==> config.mk <==
export PLATFORM = sky130hd
export DESIGN_NAME = datapath_seq_ctrl
export DESIGN_NICKNAME = d
export VERILOG_FILES = /design/src/rtl/datapath_seq_pkg.sv /design/src/rtl/datapath_seq_ctrl_onehot_decoder.sv /design/src/rtl/datapath_seq_ctrl.sv
export SDC_FILE = /design/constraint.sdc
export NUM_CORES = 1
export LEC_CHECK = 0
export CELL_PAD_IN_SITES_DETAIL_PLACEMENT = 1
export CELL_PAD_IN_SITES_GLOBAL_PLACEMENT = 2
export CORE_MARGIN = 4
export CORE_UTILIZATION = 27
export DETAILED_ROUTE_END_ITERATION = 7
export PLACE_DENSITY_LB_ADDON = 0.1
export SLEW_MARGIN = 30
export SYNTH_ARGS = -nofsm -noshare
export SYNTH_HDL_FRONTEND = slang
export SYNTH_SLANG_ARGS = --single-unit
==> constraint.sdc <==
create_clock -name I_CLK -period 3.5 [get_ports I_CLK]
set_input_delay 0.7 -clock I_CLK [delete_from_list [all_inputs] [get_ports I_CLK]]
set_output_delay 0.7 -clock I_CLK [all_outputs]
set_load 0.01 [all_outputs]
==> src/rtl/datapath_seq_pkg.sv <==
// Shared types and helpers for the datapath fill sequencer: FSM state encoding,
// the ADD opcode used for seeding, and the run-length clamp.
package datapath_seq_pkg;

    typedef enum logic [2:0] {
        ST_IDLE  = 3'd0,
        ST_CLEAR = 3'd1,
        ST_SEED0 = 3'd2,
        ST_SEED1 = 3'd3,
        ST_RECUR = 3'd4,
        ST_DONE  = 3'd5
    } seq_state_e;

    localparam logic [3:0]  OPCODE_ADD = 4'd1;
    localparam int unsigned MIN_LENGTH = 32'd2;

    // A run always writes both seeds and can never exceed the register file.
    function automatic int unsigned clamp_length(input int unsigned length,
                                                 input int unsigned max_length);
        int unsigned result;
        if (length < MIN_LENGTH) begin
            result = MIN_LENGTH;
        end else if (length > max_length) begin
            result = max_length;
        end else begin
            result = length;
        end
        return result;
    endfunction

endpackage

==> src/rtl/datapath_seq_ctrl_onehot_decoder.sv <==
// Binary index to one-hot enable; out-of-range indices produce no enable.
module onehot_decoder #(
    parameter int WIDTH     = 16,
    parameter int SEL_WIDTH = $clog2(WIDTH)
) (
    input  logic [SEL_WIDTH-1:0] i_index,
    input  logic                 i_enable,
    output logic [WIDTH-1:0]     o_onehot
);

    // Decode the selected index when enabled.
    always_comb begin
        o_onehot = '0;
        if (i_enable && (int'(i_index) < WIDTH)) begin
            o_onehot[i_index] = 1'b1;
        end else begin
            o_onehot = '0;
        end
    end

endmodule

==> src/rtl/datapath_seq_ctrl.sv <==
// Sequencer filling datapath registers with r(i) = r(i-2) OP r(i-1) from two seeds.
// Optional single-step gating (I_STEP) is enabled with DATAPATH_SEQ_STEP_EN.
module datapath_seq_ctrl
    import datapath_seq_pkg::*;
#(
    parameter int REG_COUNT  = 16,
    parameter int DATA_WIDTH = 16,
    parameter int SEL_WIDTH  = $clog2(REG_COUNT)
) (
    input  logic                  I_CLK,
    input  logic                  I_NRESET,
    input  logic                  I_START,
    input  logic                  I_LOOP,
`ifdef DATAPATH_SEQ_STEP_EN
    input  logic                  I_STEP,
`endif
    input  logic [SEL_WIDTH:0]    I_LENGTH,
    input  logic [DATA_WIDTH-1:0] I_SEED_0,
    input  logic [DATA_WIDTH-1:0] I_SEED_1,
    input  logic [3:0]            I_OPCODE,
    output logic [REG_COUNT-1:0]  O_REG_WRITE_ENABLE,
    output logic [SEL_WIDTH-1:0]  O_REG_A_SELECT,
    output logic [SEL_WIDTH-1:0]  O_REG_B_SELECT,
    output logic [DATA_WIDTH-1:0] O_IMMEDIATE,
    output logic                  O_IMMEDIATE_SELECT,
    output logic [3:0]            O_OPCODE,
    output logic                  O_DATAPATH_NRESET,
    output logic                  O_BUSY,
    output logic                  O_DONE,
    output logic [SEL_WIDTH-1:0]  O_STEP_INDEX
);

    localparam int LEN_WIDTH = SEL_WIDTH + 1;

    seq_state_e            state_q, state_d;
    logic [SEL_WIDTH-1:0]  step_q, step_d;
    logic [LEN_WIDTH-1:0]  len_q, len_d;
    logic [DATA_WIDTH-1:0] seed0_q, seed0_d;
    logic [DATA_WIDTH-1:0] seed1_q, seed1_d;
    logic [3:0]            opcode_q, opcode_d;

    logic                  load_s;
    logic                  last_step_s;
    logic                  step_ok_s;
    logic                  wr_en_s;
    logic [LEN_WIDTH-1:0]  len_clamped_s;

`ifdef DATAPATH_SEQ_STEP_EN
    assign step_ok_s = I_STEP;
`else
    assign step_ok_s = 1'b1;
`endif

    assign len_clamped_s = LEN_WIDTH'(clamp_length(32'(I_LENGTH), REG_COUNT));
    assign last_step_s   = ({1'b0, step_q} == (len_q - LEN_WIDTH'(1)));

    // Next-state, step counter and input-latch control.
    always_comb begin
        state_d = state_q;
        step_d  = step_q;
        load_s  = 1'b0;
        case (state_q)
            ST_IDLE: begin
                if (I_START) begin
                    load_s  = 1'b1;
                    state_d = ST_CLEAR;
                end else begin
                    state_d = ST_IDLE;
                end
                step_d = '0;
            end
            ST_CLEAR: begin
                state_d = ST_SEED0;
                step_d  = '0;
            end
            ST_SEED0: begin
                if (step_ok_s) begin
                    state_d = ST_SEED1;
                    step_d  = SEL_WIDTH'(1);
                end else begin
                    state_d = ST_SEED0;
                end
            end
            ST_SEED1: begin
                if (!step_ok_s) begin
                    state_d = ST_SEED1;
                end else if (len_q == LEN_WIDTH'(2)) begin
                    state_d = ST_DONE;
                    step_d  = '0;
                end else begin
                    state_d = ST_RECUR;
                    step_d  = SEL_WIDTH'(2);
                end
            end
            ST_RECUR: begin
                if (!step_ok_s) begin
                    state_d = ST_RECUR;
                end else if (last_step_s) begin
                    state_d = ST_DONE;
                    step_d  = '0;
                end else begin
                    step_d  = step_q + SEL_WIDTH'(1);
                end
            end
            ST_DONE: begin
                if (I_LOOP) begin
                    load_s  = 1'b1;
                    state_d = ST_CLEAR;
                end else begin
                    state_d = ST_IDLE;
                end
                step_d = '0;
            end
            default: begin
                state_d = ST_IDLE;
                step_d  = '0;
            end
        endcase
    end

    // Run parameters are captured once so mid-run input changes are harmless.
    always_comb begin
        if (load_s) begin
            len_d    = len_clamped_s;
            seed0_d  = I_SEED_0;
            seed1_d  = I_SEED_1;
            opcode_d = I_OPCODE;
        end else begin
            len_d    = len_q;
            seed0_d  = seed0_q;
            seed1_d  = seed1_q;
            opcode_d = opcode_q;
        end
    end

    // State and latched run parameters.
    always_ff @(posedge I_CLK or negedge I_NRESET) begin
        if (!I_NRESET) begin
            state_q  <= ST_IDLE;
            step_q   <= '0;
            len_q    <= LEN_WIDTH'(2);
            seed0_q  <= '0;
            seed1_q  <= '0;
            opcode_q <= 4'd0;
        end else begin
            state_q  <= state_d;
            step_q   <= step_d;
            len_q    <= len_d;
            seed0_q  <= seed0_d;
            seed1_q  <= seed1_d;
            opcode_q <= opcode_d;
        end
    end

    // Moore output decode from state and step counter.
    always_comb begin
        wr_en_s            = 1'b0;
        O_REG_A_SELECT     = '0;
        O_REG_B_SELECT     = '0;
        O_IMMEDIATE        = '0;
        O_IMMEDIATE_SELECT = 1'b0;
        O_OPCODE           = 4'd0;
        O_DATAPATH_NRESET  = 1'b1;
        O_BUSY             = 1'b0;
        O_DONE             = 1'b0;
        O_STEP_INDEX       = '0;
        case (state_q)
            ST_IDLE: begin
                O_BUSY = 1'b0;
            end
            ST_CLEAR: begin
                O_DATAPATH_NRESET = 1'b0;
                O_BUSY            = 1'b1;
            end
            ST_SEED0, ST_SEED1: begin
                // Register is zero after CLEAR, so A + imm loads the seed.
                wr_en_s            = step_ok_s;
                O_REG_A_SELECT     = step_q;
                O_IMMEDIATE        = (state_q == ST_SEED0) ? seed0_q : seed1_q;
                O_IMMEDIATE_SELECT = 1'b1;
                O_OPCODE           = OPCODE_ADD;
                O_BUSY             = 1'b1;
                O_STEP_INDEX       = step_q;
            end
            ST_RECUR: begin
                wr_en_s        = step_ok_s;
                O_REG_A_SELECT = step_q - SEL_WIDTH'(2);
                O_REG_B_SELECT = step_q - SEL_WIDTH'(1);
                O_OPCODE       = opcode_q;
                O_BUSY         = 1'b1;
                O_STEP_INDEX   = step_q;
            end
            ST_DONE: begin
                O_DONE = 1'b1;
            end
            default: begin
                O_BUSY = 1'b0;
            end
        endcase
    end

    onehot_decoder #(
        .WIDTH     (REG_COUNT),
        .SEL_WIDTH (SEL_WIDTH)
    ) u_we_dec (
        .i_index  (step_q),
        .i_enable (wr_en_s),
        .o_onehot (O_REG_WRITE_ENABLE)
    );

endmodule

; ---- Word-level counts from Yosys, hierarchy flattened
; Index checks and enable logic that the tools add are counted.
[totals]
register_bits = 48
output_inout_bits = 52
word_cells = 54
[op_classes]
add_sub_neg = 4
n_lt_le_gt_ge = 4
eq_ne = 8
mux = 27
n_reduce_logical = 5
[ops]
columns = operator, n
row1 = $mux 16, 3
row2 = $pmux 3 s6, 1
row3 = $pmux 4 s2, 2
row4 = $mux 4, 3
row5 = $pmux 4 s3, 1
row6 = $mux 1, 11
row7 = $mux 5, 2
row8 = $eq 3x2->1 const B, 2
row9 = $eq 3x3->1 const B, 2
row10 = $eq 4x5->1, 1
row11 = $eq 5x2->1 const B, 1
row12 = $gt 5x5->1 const B, 1
row13 = $lt 4x5->1 const B, 1
row14 = $lt 5x2->1 const B, 1
row15 = $sub 5x1->5 const B, 1
row16 = $add 4x1->4 const B, 1
row17 = $demux 1 s4, 1
row18 = $ge 4x1->1 const B, 1
row19 = $reduce_or 4->1, 1
row20 = $sub 4x1->4 const B, 1
row21 = $sub 4x2->4 const B, 1
row22 = $eq 3x1->1 const B, 1
row23 = $logic_not 3->1, 1
row24 = $mux 3, 1
row25 = 6 further kinds, 6

; ---- Logic depth before layout (Yosys ltp)
[depth]
ltp_word = 5
ltp_mapped = 7
ltp_nobuf = 6

; ---- Hierarchy
; Synthesis repeated with hierarchy kept, for this count alone.
[unflattened]
hier_cells = 328
area_unflattened_um2 = 2628.8
[by_module_without_submodules]
columns = module, n_inst, cells_per_inst, area_each_um2, seq_area_each_um2
row1 = datapath_seq_ctrl, 1, 305, 2511.2, 1202.4
row2 = onehot_decoder, 1, 23, 117.6, 0.0

; ---- Worst setup path before layout
; OpenSTA, ideal clock, no wires.
[synth_path]
kind = register to output
startpoint = register state_q[1]
endpoint = output O_REG_WRITE_ENABLE[0]
t_arrival_ps = 1622
setup_slack_ps = 1178
path_stages_with_launch = 7
n_path_buf = 2
path_cell_list = dfrtp_1 > buf_2 > or3b_2 > clkbuf_1 > nand2_1 > nand2_1 > nor3_1
[synth_via]
elab_chain_cells = 4
elab_cells_between_ends = 6
classes_between = 3 x eq/ne / 2 x mux / 1 x reduce/logical
[synth_rtl]
columns = element, line
row1 = start: declaration, datapath_seq_ctrl.sv:35  ; seq_state_e state_q, state_d;
row2 = start signal: assignment, datapath_seq_ctrl.sv:146  ; state_q <= state_d;
row3 = $eq 3x2->1 / $eq 3x3->1 (equally long branches), datapath_seq_ctrl.sv:167  ; case (state_q)
row4 = $reduce_or 3->1 (no source line) *, -
row5 = $mux 1 *, datapath_seq_ctrl.sv:167
row6 = $mux 16 *, datapath_seq_ctrl_onehot_decoder.sv:14  ; if (i_enable && (int'(i_index) < WIDTH)) begin
row7 = end: declaration, datapath_seq_ctrl.sv:21  ; output logic [REG_COUNT-1:0] O_REG_WRITE_ENABLE,
; Mark *: on every way between the ends. The rest lies on a longest branch, timed or not.

; ---- Worst setup path after layout
[layout_path]
startpoint = register state_q[2]
endpoint = output O_REG_WRITE_ENABLE[3]
; The elaborated chain is that of the path after synthesis.

==> flow_summary.ini <==
[run_status]
status = completed

[routing]
drtIter0Drc = 53
drc = 0
postRouteAntennaNets = 0
vias_per_cell = 4.47
wirelength_um = 6970
dr.pass1.iters = 4
num_vias = 2119
wire_per_inst_um = 14.7

[timing]
hold_violations = 0
fin_crit_ps = 3260
max_slew_margin_pct = 58.6
grt_setup_unrepaired = false
setup_viol_count_final = 0
max_freq_mhz = 307
finalSetupTns_ps = 0
tightest_slew_ps = 617
hold_ws_ps = 362
slew_violations = 0
skew_ps = 14.7
post-route-period-util_pct = 93.2

[global_routing]
grt.busiest_layer = met2
grt_pass1_wl_um = 11600
use_met1_pct = 17.0
grt_pass1_vias = 2300
grt_max_degree = 47
antenna_found_initial = 0
grtUsageMet2_pct = 19.9
groute.usage.overall_pct = 12.5
met3_usage_pct = 3.79
grt_overflow = 0

[logic_synthesis]
async_flop_share_pct = 100
netlist_area_um2 = 2660
ys_top_cells_by_area = dfrtp_1, mux2_2, mux2i_1
syn_nets = 306
ys_types = 38
ys_warn_count = 0
synth-edff-count = 0
synthCells = 252
synth-main-ff-cell = dfrtp_1
syn_avg_cell_area_um2 = 10.5
synth-seq-cells = 48
ys_seq_area_share_pct = 45.2
synth_top_area_share_pct = 44.3
synth_top_cell_by_area = dfrtp_1

[floorplanning]
die_area_um2 = 11500
core_um2 = 9420
fp.dieH_um = 107
die_x_um = 107
num_rows = 35
start_util_pct = 28.2
num_io_pins = 97

[pwr]
vdd_drop_max_mv = 0.285
power_density_nw_per_um2 = 758
p_leak_nw = 1.56

[worst_setup_path]
cp-start-kind = flop
cp-end-kind = output port
critPathMaxFanout = 17
path_class = reg2out
required_ps = 2800
reg2reg_slack_ps = 1490
cp.arrival_ps = 2560

[clock_network]
post_cts_resized = 0
numCtsBuffers = 5
clock_latency_ps = 290
cts_hold_buf = 0
postCtsSetupBuffers = 0
clock-sinks = 48
cts_root_buf = clkbuf_8
cts_max_level = 2
cts_buffer_depth = 2
path_clk_slew_ps = 90
cts_tree = done

[layout]
drive_gt1_share_pct = 15.7
mostFrequentLayoutCells = clkdlybuf4s50_1, dfrtp_1, nor2_1
layout.cells.most_common = clkdlybuf4s50_1
area_growth_pct = 44.0
nets = 398
diodes = 0
stdcell_count = 474

[placed_design]
dpl.cell_count = 466
port-buffer-count = 96
hpwl_um = 5190
place_congestion = 0.667

[run]
maxCapViolCount = 0

[min_path]
hold_class = in2async
[final cells by class]
class / count / area, µm²
Clock buffer: 7 / 86.3
Clock inverter: 1 / 8.76
Fill cell: 1074 / 5590
Inverter: 7 / 26.3
Multi-Input combinational cell: 181 / 1330
Sequential cell: 48 / 1200
Tap cell: 129 / 161
Timing Repair Buffer: 101 / 1010
[per-stage QoR]
| stage | cell area [µm²] | total power [mW] | util [%] | setup slack (ps) |
|---|---|---|---|---|
| 6_report | 3830 | 2.90 | 40.7 | 238 |
| 5_1_grt | 3830 | 3.18 | 40.7 | 45.6 |
| 4_1_cts | 3820 | 2.96 | 40.6 | 225 |
| 3_5_place_dp | 3730 | 2.60 | 39.6 | 537 |
| 3_3_place_gp | 3730 | 2.58 | 39.6 | 590 |
| 2_1_floorplan | 2660 | 1.98 | - | 1180 |
[routing by layer]
metal,share of wire (%),up-vias
met2,45,63
li1,-,1031
met1,47,1023
met5,0,-
met4,0.42,0
met3,7.8,2
[sequential cells by signal, summed over array words and instances (netlist names)]
name and flops:
seed0_q 16, seed1_q 16, len_q 5, opcode_q 4
step_q 4, state_q 3
[cell usage after synthesis, types with 5 or more instances]
cell / instances
a21oi_1: 5
clkbuf_1: 7
dfrtp_1: 47
ha_1: 9
inv_1: 7
mux2_2: 34
mux2i_1: 16
nand2_1: 19
nor2_1: 38
nor3_1: 7
o21ai_0: 7
xnor2_1: 7
[logic make-up after synthesis]
group	Yosys count	synth area share, %
flops	48	45.2
simple gates	87	15.4
buf+inv	23	4.57
xor+xnor	11	3.63
compound gates	21	5.23
fa+ha+maj	9	4.24
mux	53	21.7
[final timing paths]
kind | start | end | cells after the start
max in group asynchronous | I_NRESET | len_q[1] | 2
setup reg to reg | state_q[0] | seed0_q[9] | 5
hold reg to reg | seed0_q[13] | seed0_q[13] | 1
min in group I_CLK | seed0_q[13] | seed0_q[13] | 1
setup / recovery | state_q[2] | O_REG_WRITE_ENABLE[3] | 5
hold / removal | I_NRESET | seed0_q[4] | 1
[power breakdown]
part	internal, mW	switching, mW	leakage [nW]
clock	0.162	0.183	0.0484
combinational	0.863	0.690	0.934
sequential	0.823	0.179	0.577
[worst max-delay path: stages, from the launching register on]
cell and delay [ps]:
dfrtp_1 520, or3b_2 660, nand2_1 220, nand2_1 150
nor3_1 160, clkdlybuf4s50_1 580
Power figures use the tool's default switching activity.
